**config.mk**
```make
export PLATFORM = sky130hd
export DESIGN_NAME = fetch_unit
export DESIGN_NICKNAME = d
export VERILOG_FILES = /design/src/rtl/fetch_unit.sv
export SDC_FILE = /design/constraint.sdc
export NUM_CORES = 1
export LEC_CHECK = 0
export CORE_MARGIN = 5
export CORE_UTILIZATION = 47
export CTS_BUF_LIST = sky130_fd_sc_hd__clkbuf_16
export CTS_CLUSTER_SIZE = 20
export DETAILED_ROUTE_END_ITERATION = 8
export GPL_ROUTABILITY_DRIVEN = 0
export PLACE_DENSITY_LB_ADDON = 0.3
export SLEW_MARGIN = 20
export SYNTH_ARGS = -nofsm -noshare
export SYNTH_HDL_FRONTEND = slang
export SYNTH_SLANG_ARGS = --single-unit
```
**constraint.sdc**
```tcl
create_clock -name clk -period 2.7 [get_ports clk]
set_input_delay 0.54 -clock clk [delete_from_list [all_inputs] [get_ports clk]]
set_output_delay 0.54 -clock clk [all_outputs]
set_load 0.03 [all_outputs]
```
**src/rtl/fetch_unit.sv**
```systemverilog
// rtl/fetch_unit.sv - instruction fetch stage: PC, imem request port, IF/ID register.
// Optional FETCH_PERF_CNT_EN adds saturating perf_fetched / perf_stall counters.
module fetch_unit #(
  parameter logic [31:0] RESET_PC  = 32'h0000_0000,
  parameter logic [31:0] NOP_INSTR = 32'h0000_0000
) (
  input  logic        clk,
  input  logic        rst,
  input  logic [1:0]  pause,
  input  logic        redirect_valid,
  input  logic [31:0] redirect_pc,
  output logic        imem_req,
  output logic [31:0] imem_addr,
  input  logic        imem_ready,
  input  logic [31:0] imem_rdata,
  output logic        if_id_valid,
  output logic [31:0] if_id_instr,
  output logic [31:0] if_id_pc,
  output logic [31:0] if_id_pc4
`ifdef FETCH_PERF_CNT_EN
  ,
  output logic [31:0] perf_fetched,
  output logic [31:0] perf_stall
`endif
);

  typedef enum logic [1:0] {S_IDLE, S_FETCH, S_HOLD} state_t;

  state_t      state, state_n;
  logic [31:0] pc;
  logic [31:0] hold_buf;
  logic        stall;
  logic        ld_fetch, ld_hold, bubble, hold_we, flush;
  logic [31:0] pc_plus4;

  assign stall     = |pause;
  assign pc_plus4  = pc + 32'd4;
  assign imem_addr = pc;

  always_ff @(posedge clk) begin
    if (!rst) begin
      state <= S_IDLE;
    end else begin
      state <= state_n;
    end
  end

  always_comb begin
    state_n  = state;
    imem_req = 1'b0;
    ld_fetch = 1'b0;
    ld_hold  = 1'b0;
    bubble   = 1'b0;
    hold_we  = 1'b0;
    flush    = 1'b0;
    case (state)
      S_IDLE: state_n = S_FETCH;
      S_FETCH: begin
        imem_req = 1'b1;
        if (imem_ready && !stall) begin
          ld_fetch = 1'b1;
        end else if (imem_ready) begin
          hold_we = 1'b1;
          state_n = S_HOLD;
        end else if (!stall) begin
          bubble = 1'b1;
        end
      end
      S_HOLD: begin
        if (!stall) begin
          ld_hold = 1'b1;
          state_n = S_FETCH;
        end
      end
      default: state_n = S_IDLE;
    endcase
    // A taken branch/jump overrides everything, including a same-cycle response.
    if (redirect_valid) begin
      flush    = 1'b1;
      ld_fetch = 1'b0;
      ld_hold  = 1'b0;
      bubble   = 1'b0;
      hold_we  = 1'b0;
      state_n  = S_FETCH;
    end
  end

  always_ff @(posedge clk) begin
    if (!rst) begin
      pc          <= RESET_PC;
      hold_buf    <= 32'h0;
      if_id_valid <= 1'b0;
      if_id_instr <= NOP_INSTR;
      if_id_pc    <= 32'h0;
      if_id_pc4   <= 32'h0;
    end else begin
      if (hold_we) begin
        hold_buf <= imem_rdata;
      end
      if (flush) begin
        pc          <= redirect_pc & ~32'h3;
        if_id_valid <= 1'b0;
        if_id_instr <= NOP_INSTR;
        if_id_pc    <= 32'h0;
        if_id_pc4   <= 32'h0;
      end else if (ld_fetch || ld_hold) begin
        pc          <= pc_plus4;
        if_id_valid <= 1'b1;
        if_id_instr <= ld_hold ? hold_buf : imem_rdata;
        if_id_pc    <= pc;
        if_id_pc4   <= pc_plus4;
      end else if (bubble) begin
        if_id_valid <= 1'b0;
        if_id_instr <= NOP_INSTR;
      end
    end
  end

`ifdef FETCH_PERF_CNT_EN
  always_ff @(posedge clk) begin
    if (!rst) begin
      perf_fetched <= 32'h0;
      perf_stall   <= 32'h0;
    end else begin
      if ((ld_fetch || ld_hold) && (perf_fetched != 32'hFFFF_FFFF)) begin
        perf_fetched <= perf_fetched + 32'd1;
      end
      if (stall && !redirect_valid && (perf_stall != 32'hFFFF_FFFF)) begin
        perf_stall <= perf_stall + 32'd1;
      end
    end
  end
`endif

endmodule

```
# ---- Yosys cells after proc, flatten, opt, wreduce, memory -nomap -nowiden
# Cells that the tools add are included.
dict set report classes {
  add_sub_neg 1
  eq_ne 8
  n_mux 28
  bitwise_logic 1
  reduce_logical 11
}
# cell count
set op_table {}
lappend op_table {{$mux W32} 5}
lappend op_table {{$add A32 B3 Y32 const B} 1}
lappend op_table {{$mux W1} 19}
lappend op_table {{$ne A3 B3 Y1 const B} 3}
lappend op_table {{$mux W2} 3}
lappend op_table {{$ne A2 B2 Y1 const B} 3}
lappend op_table {{$pmux W2 S3} 1}
lappend op_table {{$reduce_and A3 Y1} 2}
lappend op_table {{$reduce_or A2 Y1} 3}
lappend op_table {{$reduce_bool A2 Y1} 2}
lappend op_table {{$eq A2 B1 Y1 const B} 1}
lappend op_table {{$eq A2 B2 Y1 const B} 1}
lappend op_table {{$logic_not A2 Y1} 1}
lappend op_table {{$logic_and A1 B1 Y1} 1}
lappend op_table {{$logic_not A1 Y1} 1}
lappend op_table {{$logic_or A1 B1 Y1} 1}
lappend op_table {{$not A1 Y1} 1}
dict set report totals {
  reg_bits 163
  inputBits 70
  out_inout_bits 130
  word_cells 58
}

# ---- Depth between registers and ports, before layout
# Gate-level depths: netlist of run 1.
dict set report depth {
  word_depth 9
  depth_mapped 8
  ltp_nobuf 6
}

# ---- Worst setup path before layout of run 1
# OpenSTA, ideal clock, no wires.
dict set report synth_path {
  kind {register -> register}
  start {register pc[2] (netlist: imem_addr[2])}
  end {register pc[22] (netlist: imem_addr[22])}
  arrival_ns 2.070
  required_ns 2.568
  path_slack_ns 0.499
  stages_incl_launch_ff 7
  n_path_buf 0
  synth_period_minus_slack_ns 2.201
  cell_sequence {dfxtp_1 ha_1 nand3_1 or4_4 o31a_2 o21ai_2 o21ai_0}
}
dict set report synth_via {
  elab_chain_cells 3
}
# element line_no
set synth_lines {}
lappend synth_lines {{start: declaration} 30} ;# logic [31:0] pc;
lappend synth_lines {{start signal: assignment} 101} ;# pc <= redirect_pc & ~32'h3;
lappend synth_lines {{start signal: assignment} 107} ;# pc <= pc_plus4;
lappend synth_lines {{$add A32 B3 Y32} 37} ;# assign pc_plus4 = pc + 32'd4;
lappend synth_lines {{$mux W32} 106} ;# end else if (ld_fetch || ld_hold) begin
lappend synth_lines {{$mux W32} 100} ;# if (flush) begin
# Every way passes these cells. The select of a mux whose other input is x is not followed.
# A chain may end at the register's enable or synchronous reset.

# ---- Final worst setup path of run 1
dict set report layout_path {
  start {register state[0]}
  end {output imem_req}
}
dict set report layout_via {
  elab_chain_cells 2
}
# element line_no
set layout_lines {}
lappend layout_lines {{start: declaration} 29} ;# state_t state, state_n;
lappend layout_lines {{start signal: assignment} 44} ;# state <= state_n;
lappend layout_lines {{$eq A2 B1 Y1} 56} ;# case (state)
lappend layout_lines {{$mux W1} 56}
lappend layout_lines {{end: declaration} 12} ;# output logic imem_req,
# Every way passes these cells.

==> metrics.cfg, run 1 <==
[critical_path]
crit_chain = nor2b_1 > clkdlybuf4s50_1
timing.rr.end = imem_addr[22]
cp_max_fo = 7
crit_slowest_cell = clkdlybuf4s50_1
slowest_delay_ps = 730
critPathArrivalTime_ps = 1820
r2r-start = imem_addr[3]
critPathBufInv = 1
endpoint_kind = output port
reg2reg_depth = 6
reg2reg_slack_ps = 520
critPathRequiredTime_ps = 2160
critPathLaunchType = flop
crit_family = buffers and inverters
critPathKind = reg2out

[placement]
pre_cts_slack_ps = 102
placed_area_mm2 = 0.00853
dp_cells = 1074
dp_hpwl_um = 12400
port_buffers = 191

[logic_synthesis]
synthesis.area_mm2 = 0.00635
synth.most_common_cell = nand2_1
synth_ff_type = dfxtp_1
synth_top_area_cell = dfxtp_1
ys_types = 48
syn-instance-count = 739
synthTopCellsByArea = dfxtp_1 49%, nand2_1 9.3%, a21oi_1 6.5%, o221ai_1 4.4%, o21ai_0 4.0%
synth_edf_count = 0
synthArstFlopShare_pct = 0
synth.yosys.seq_area_share_pct = 49.5
avgSynthCellArea_um2 = 8.60
synth_top_area_share_pct = 49.5
ys_seq_elements = 157
yosys-top-cells-count = 158 x nand2_1, 157 x dfxtp_1, 82 x a21oi_1
yosysWarnings = 0

[pwr]
power.leakage_nw = 3.11
clkPwrFrac_pct = 45.0
combinationalPowerShare_pct = 9.2
p_sw_share_pct = 22.9
internal-power_mw = 4.10
pwr-share-seq_pct = 45.8
power_mw = 5.32
irDropWorstVdd_mv = 0.353
power_density_mw_per_mm2 = 584
p_sw_mw = 1.22

[floorplanning]
die_h_um = 126
die_w_um = 126
start_util_pct = 48.0
io_pins = 200
die_area_mm2 = 0.0159
core_area_mm2 = 0.0132
rows = 42

[timing]
setup-violations-final = 0
slew_viol_final = 0
fmax_ghz = 0.423
period_share_pct = 87.5
fin_ws_ps = 338
rsz0062_at_grt = no
tightest_slew_ps = 741
layout_min_cycle_time_ps = 2360
hold_viol_final = 0
fin_tns_setup_ps = 0
fin_skew_ps = 12.0
relSlewSlack_pct = 50.5

[routing]
vias = 6013
firstDrtPassIters = 5
route.detailed.drc = 0
drt_iter0_drc = 471
routed_wl_um = 18200
vias_per_cell = 5.45
routedWlPerCell_um = 16.5
antenna_left = 0

[min_path]
min_from = if_id_pc4[3]
whs_path_depth = 2
hold_path.class = reg2reg
hold_end = if_id_pc4[3]

[grt]
antenna_found_initial = 1
globalRoute.totalOverflow = 0
grt_pass1_vias = 5863
grt_max_degree = 43
grt_pass1_wl_um = 29700
track_usage_pct = 22.8

[cts]
cts.clk_slew.worst_paths_ps = 60
postCtsHoldBufs = 0
cts_setup_buffers = 0
h-tree-depth = 4
clkLatencyLatePin_ps = 420
cts.root.buffer_cell = clkbuf_16
cts_tree = done
clockBufferDepth = 2
post_cts_resized = 0
cts_buffers = 17
cts.sinks = 157

[finish]
syn_to_final_growth_pct = 43.3
nets = 988
finish.instance_area_mm2 = 0.00911
drive_gt1_share_pct = 7.67
final_cells = 1103

[run]
cap_violations = 0

[outcome]
run_status = finished clean

cell usage in the layout, fill, tap and decap left out, types with 6 or more instances in the layout:
master           count
clkdlybuf4s50_1    191
nand4_1             11
o21ai_0             51
dfxtp_1            157
a22o_1              29
conb_1               6
nand2_1            158
nand3_1             19
nor2_1              14
o221ai_1            32
buf_4               28
xnor2_1             12
xor2_1              29
and3_1               6
clkbuf_16           17
a21oi_1             82
metal layers:
layer,global-route usage (%),vias up,part of all wire (%)
li1,-,2952,-
met1,28.7,2822,44
met2,37.0,209,47
met3,6.31,30,6.4
met4,9.21,0,2.5
met5,0,-,0
power groups by stage:
| stage | logic, mW | registers, mW | clock network [mW] |
|---|---|---|---|
| after CTS | 0.491 | 2.44 | 2.42 |
| after floorplan | 0.200 | 2.53 | 0 |
| after global routing | 0.526 | 2.45 | 2.53 |
| after global placement | 0.483 | 2.49 | 0 |
| final | 0.490 | 2.44 | 2.39 |
| after detailed placement | 0.489 | 2.49 | 0 |
cells by family after synthesis:
family / Yosys count / synth area share, %
compound gates: 223 / 22.3
xor+xnor: 41 / 5.65
fa+ha+maj: 1 / 0.197
buf+inv: 73 / 4.94
flops: 157 / 49.5
mux: 1 / 0.158
other cells: 1 / 0.0590
simple gates: 242 / 17.2
worst min-delay path: stages (launching register included):
cell     delay (ps)
dfxtp_1         300
nand2_1          50
nand2_1          40
how the worst max path moves through the flow:
stage / from / endpoint / slack (ps) / cells after the start
after floorplan: imem_addr[2] / imem_addr[22] / 500 / 6
after detailed placement: redirect_valid / imem_addr[28] / 100 / 7
after global routing: state[0] / imem_req / 210 / 2
after CTS: state[0] / imem_req / 310 / 2
after global placement: redirect_valid / imem_addr[28] / 140 / 7
final: state[0] / imem_req / 340 / 2
through the flow:
| stage | hold WS, ps | util [%] |
|---|---|---|
| 3_5_place_dp | 435 | 64.4 |
| 3_3_place_gp | 433 | 64.4 |
| 4_1_cts | 443 | 68.8 |
| 6_report | 438 | 68.8 |
| 5_1_grt | 459 | 68.8 |
| 2_1_floorplan | 436 | - |
final cells by class:
class | instances | area [um^2]
Antenna cell | 1 | 2.50
Clock buffer | 17 | 425
Clock inverter | 11 | 153
Fill cell | 1057 | 4130
Inverter | 4 | 15.0
Multi-Input combinational cell | 514 | 2950
Sequential cell | 157 | 3140
Tap cell | 176 | 220
Timing Repair Buffer | 223 | 2200
flip-flops by register name, indices dropped and copies added, names as in the netlist:
name and flops:
hold_buf 32, if_id_instr 32, if_id_pc4 30, if_id_pc 30, imem_addr 30, state 2
if_id_valid 1
Power figures use the tool's default switching activity.
==> run 2: changes to the inputs <==
==> constraint.sdc (replaced) <==
create_clock -name clk -period 2.7 [get_ports clk]
set_input_delay 0.27 -clock clk [delete_from_list [all_inputs] [get_ports clk]]
set_output_delay 0.27 -clock clk [all_outputs]
set_load 0.03 [all_outputs]
==> run 2 against run 1 <==
Net effect:
- combinational power decreased by 0.8%
- via count unchanged
- clock-buffer cell count unchanged
- non-clock buffer count decreased by 4
- highest routed layer unchanged
- sequential share of layout area increased by 0.10 points
- global-route usage increased by 0.061 points
- final area decreased by 0.30%
- largest cell class unchanged
==> metrics.cfg, run 2 (synthesis results as in run 1) <==
[grt]
grt_pass1_vias = 5864
globalRoute.totalOverflow = 0
met3_usage_pct = 6.18
track_usage_pct = 22.8
grt_pass1_wl_um = 29700
use_met1_pct = 28.4
busiest_layer = met2
grt_max_degree = 37
antenna_found_initial = 0
use_met2_pct = 38.1

[routing]
route.detailed.drc = 0
routedWlPerCell_um = 16.7
antenna_left = 0
vias = 6013
vias_per_cell = 5.47
routed_wl_um = 18300
firstDrtPassIters = 5
drt_iter0_drc = 415

[timing]
fin_tns_setup_ps = 0
setup-violations-final = 0
fmax_ghz = 0.458
rsz0062_at_grt = no
layout_min_cycle_time_ps = 2180
whs_ps = 418
hold_viol_final = 0
period_share_pct = 80.9
slew_viol_final = 0
tightest_slew_ps = 713
fin_ws_ps = 515
relSlewSlack_pct = 52.4
fin_skew_ps = 6.43

[cts]
cts.clk_slew.worst_paths_ps = 60
cts_buffers = 17
cts.root.buffer_cell = clkbuf_16
cts_setup_buffers = 0
h-tree-depth = 4
cts.sinks = 157
clockBufferDepth = 2
postCtsHoldBufs = 0
post_cts_resized = 0
clkLatencyLatePin_ps = 410
cts_tree = done

[placement]
pre_cts_slack_ps = 342
dp_hpwl_um = 12500
port_buffers = 191

[critical_path]
endpoint_kind = flop
critPathLaunchType = flop
critPathRequiredTime_ps = 2990
cp_max_fo = 6
critPathKind = reg2reg
critPathArrivalTime_ps = 2470

[finish]
top_regs = hold_buf (32), if_id_instr (32)
multiInputGateArea_mm2 = 0.00295
num_antenna_cells = 0
nets = 984
final_cell_mix = 191 x clkdlybuf4s50_1, 158 x nand2_1, 157 x dfxtp_1
final_common_cell = clkdlybuf4s50_1
regArea_mm2 = 0.00314
utilization_pct = 68.6
drive_gt1_share_pct = 7.25
fillers = 1079
syn_to_final_growth_pct = 42.9

[pwr]
p_sw_mw = 1.21
combinationalPowerShare_pct = 9.0
power_density_mw_per_mm2 = 595
p_sw_share_pct = 22.4
power.leakage_nw = 3.11
irDropWorstVdd_mv = 0.374
internal-power_mw = 4.20
pwr-share-seq_pct = 45.1
power_mw = 5.41
clkPwrFrac_pct = 45.9

[floorplanning]
die_area_mm2 = 0.0159
die_w_um = 126
start_util_pct = 48.0
io_pins = 200
core_area_mm2 = 0.0132
die_h_um = 126
rows = 42

[min_path]
hold_path.class = in2reg

[run]
cap_violations = 0

[outcome]
run_status = finished clean

## run 2: changes by cell type in the layout (fill, tap and decap cells not counted), sizes merged
cell,delta
buf,-4
inv,+3
bufinv,+1
clkinv,-1
clkinvlp,-1
diode,-1
## run 2: stage by stage
stage,cells,area [um^2]
6_report,1100,9080
3_3_place_gp,1070,8470
3_5_place_dp,1070,8470
4_1_cts,1100,9080
5_1_grt,1100,9080
2_1_floorplan,744,6370
## run 2: cell type report
class	instances	area share, %
flip-flops and latches	157	34.6
well taps	176	2.42
multi-input cells	514	32.5
inverters	4	0.165
clock inverters	13	2.01
clock buffers	17	4.68
repair buffers	219	23.6
## run 2: worst max-delay path, stage by stage (launching register included)
cell and delay (ps):
dfxtp_1 440, ha_1 270, nand3_1 230, or4_4 520, o31a_2 370, o21ai_2 150
o21ai_0 90
## run 2: path summary, 6_finish.rpt
kind	startpoint	end	slack [ps]	cells after the start
max	imem_addr[3]	imem_addr[22]	520	6
min	redirect_pc[29]	imem_addr[29]	420	3
min reg2reg	if_id_pc4[7]	if_id_pc4[7]	450	1
max reg2reg	imem_addr[3]	imem_addr[22]	520	6
## run 2: per-layer routing
layer,vias to the layer above,routed length (um)
li1,2943,-
met1,2848,7990
met2,199,8790
met3,23,1200
met4,0,357
met5,-,0
## run 2: power by group through the flow
| stage | combinational (mW) | sequential, mW | clock (mW) |
|---|---|---|---|
| after floorplan | 0.200 | 2.53 | 0 |
| after global placement | 0.481 | 2.49 | 0 |
| after detailed placement | 0.484 | 2.49 | 0 |
| after CTS | 0.487 | 2.44 | 2.52 |
| after global routing | 0.524 | 2.45 | 2.63 |
| final | 0.486 | 2.44 | 2.48 |
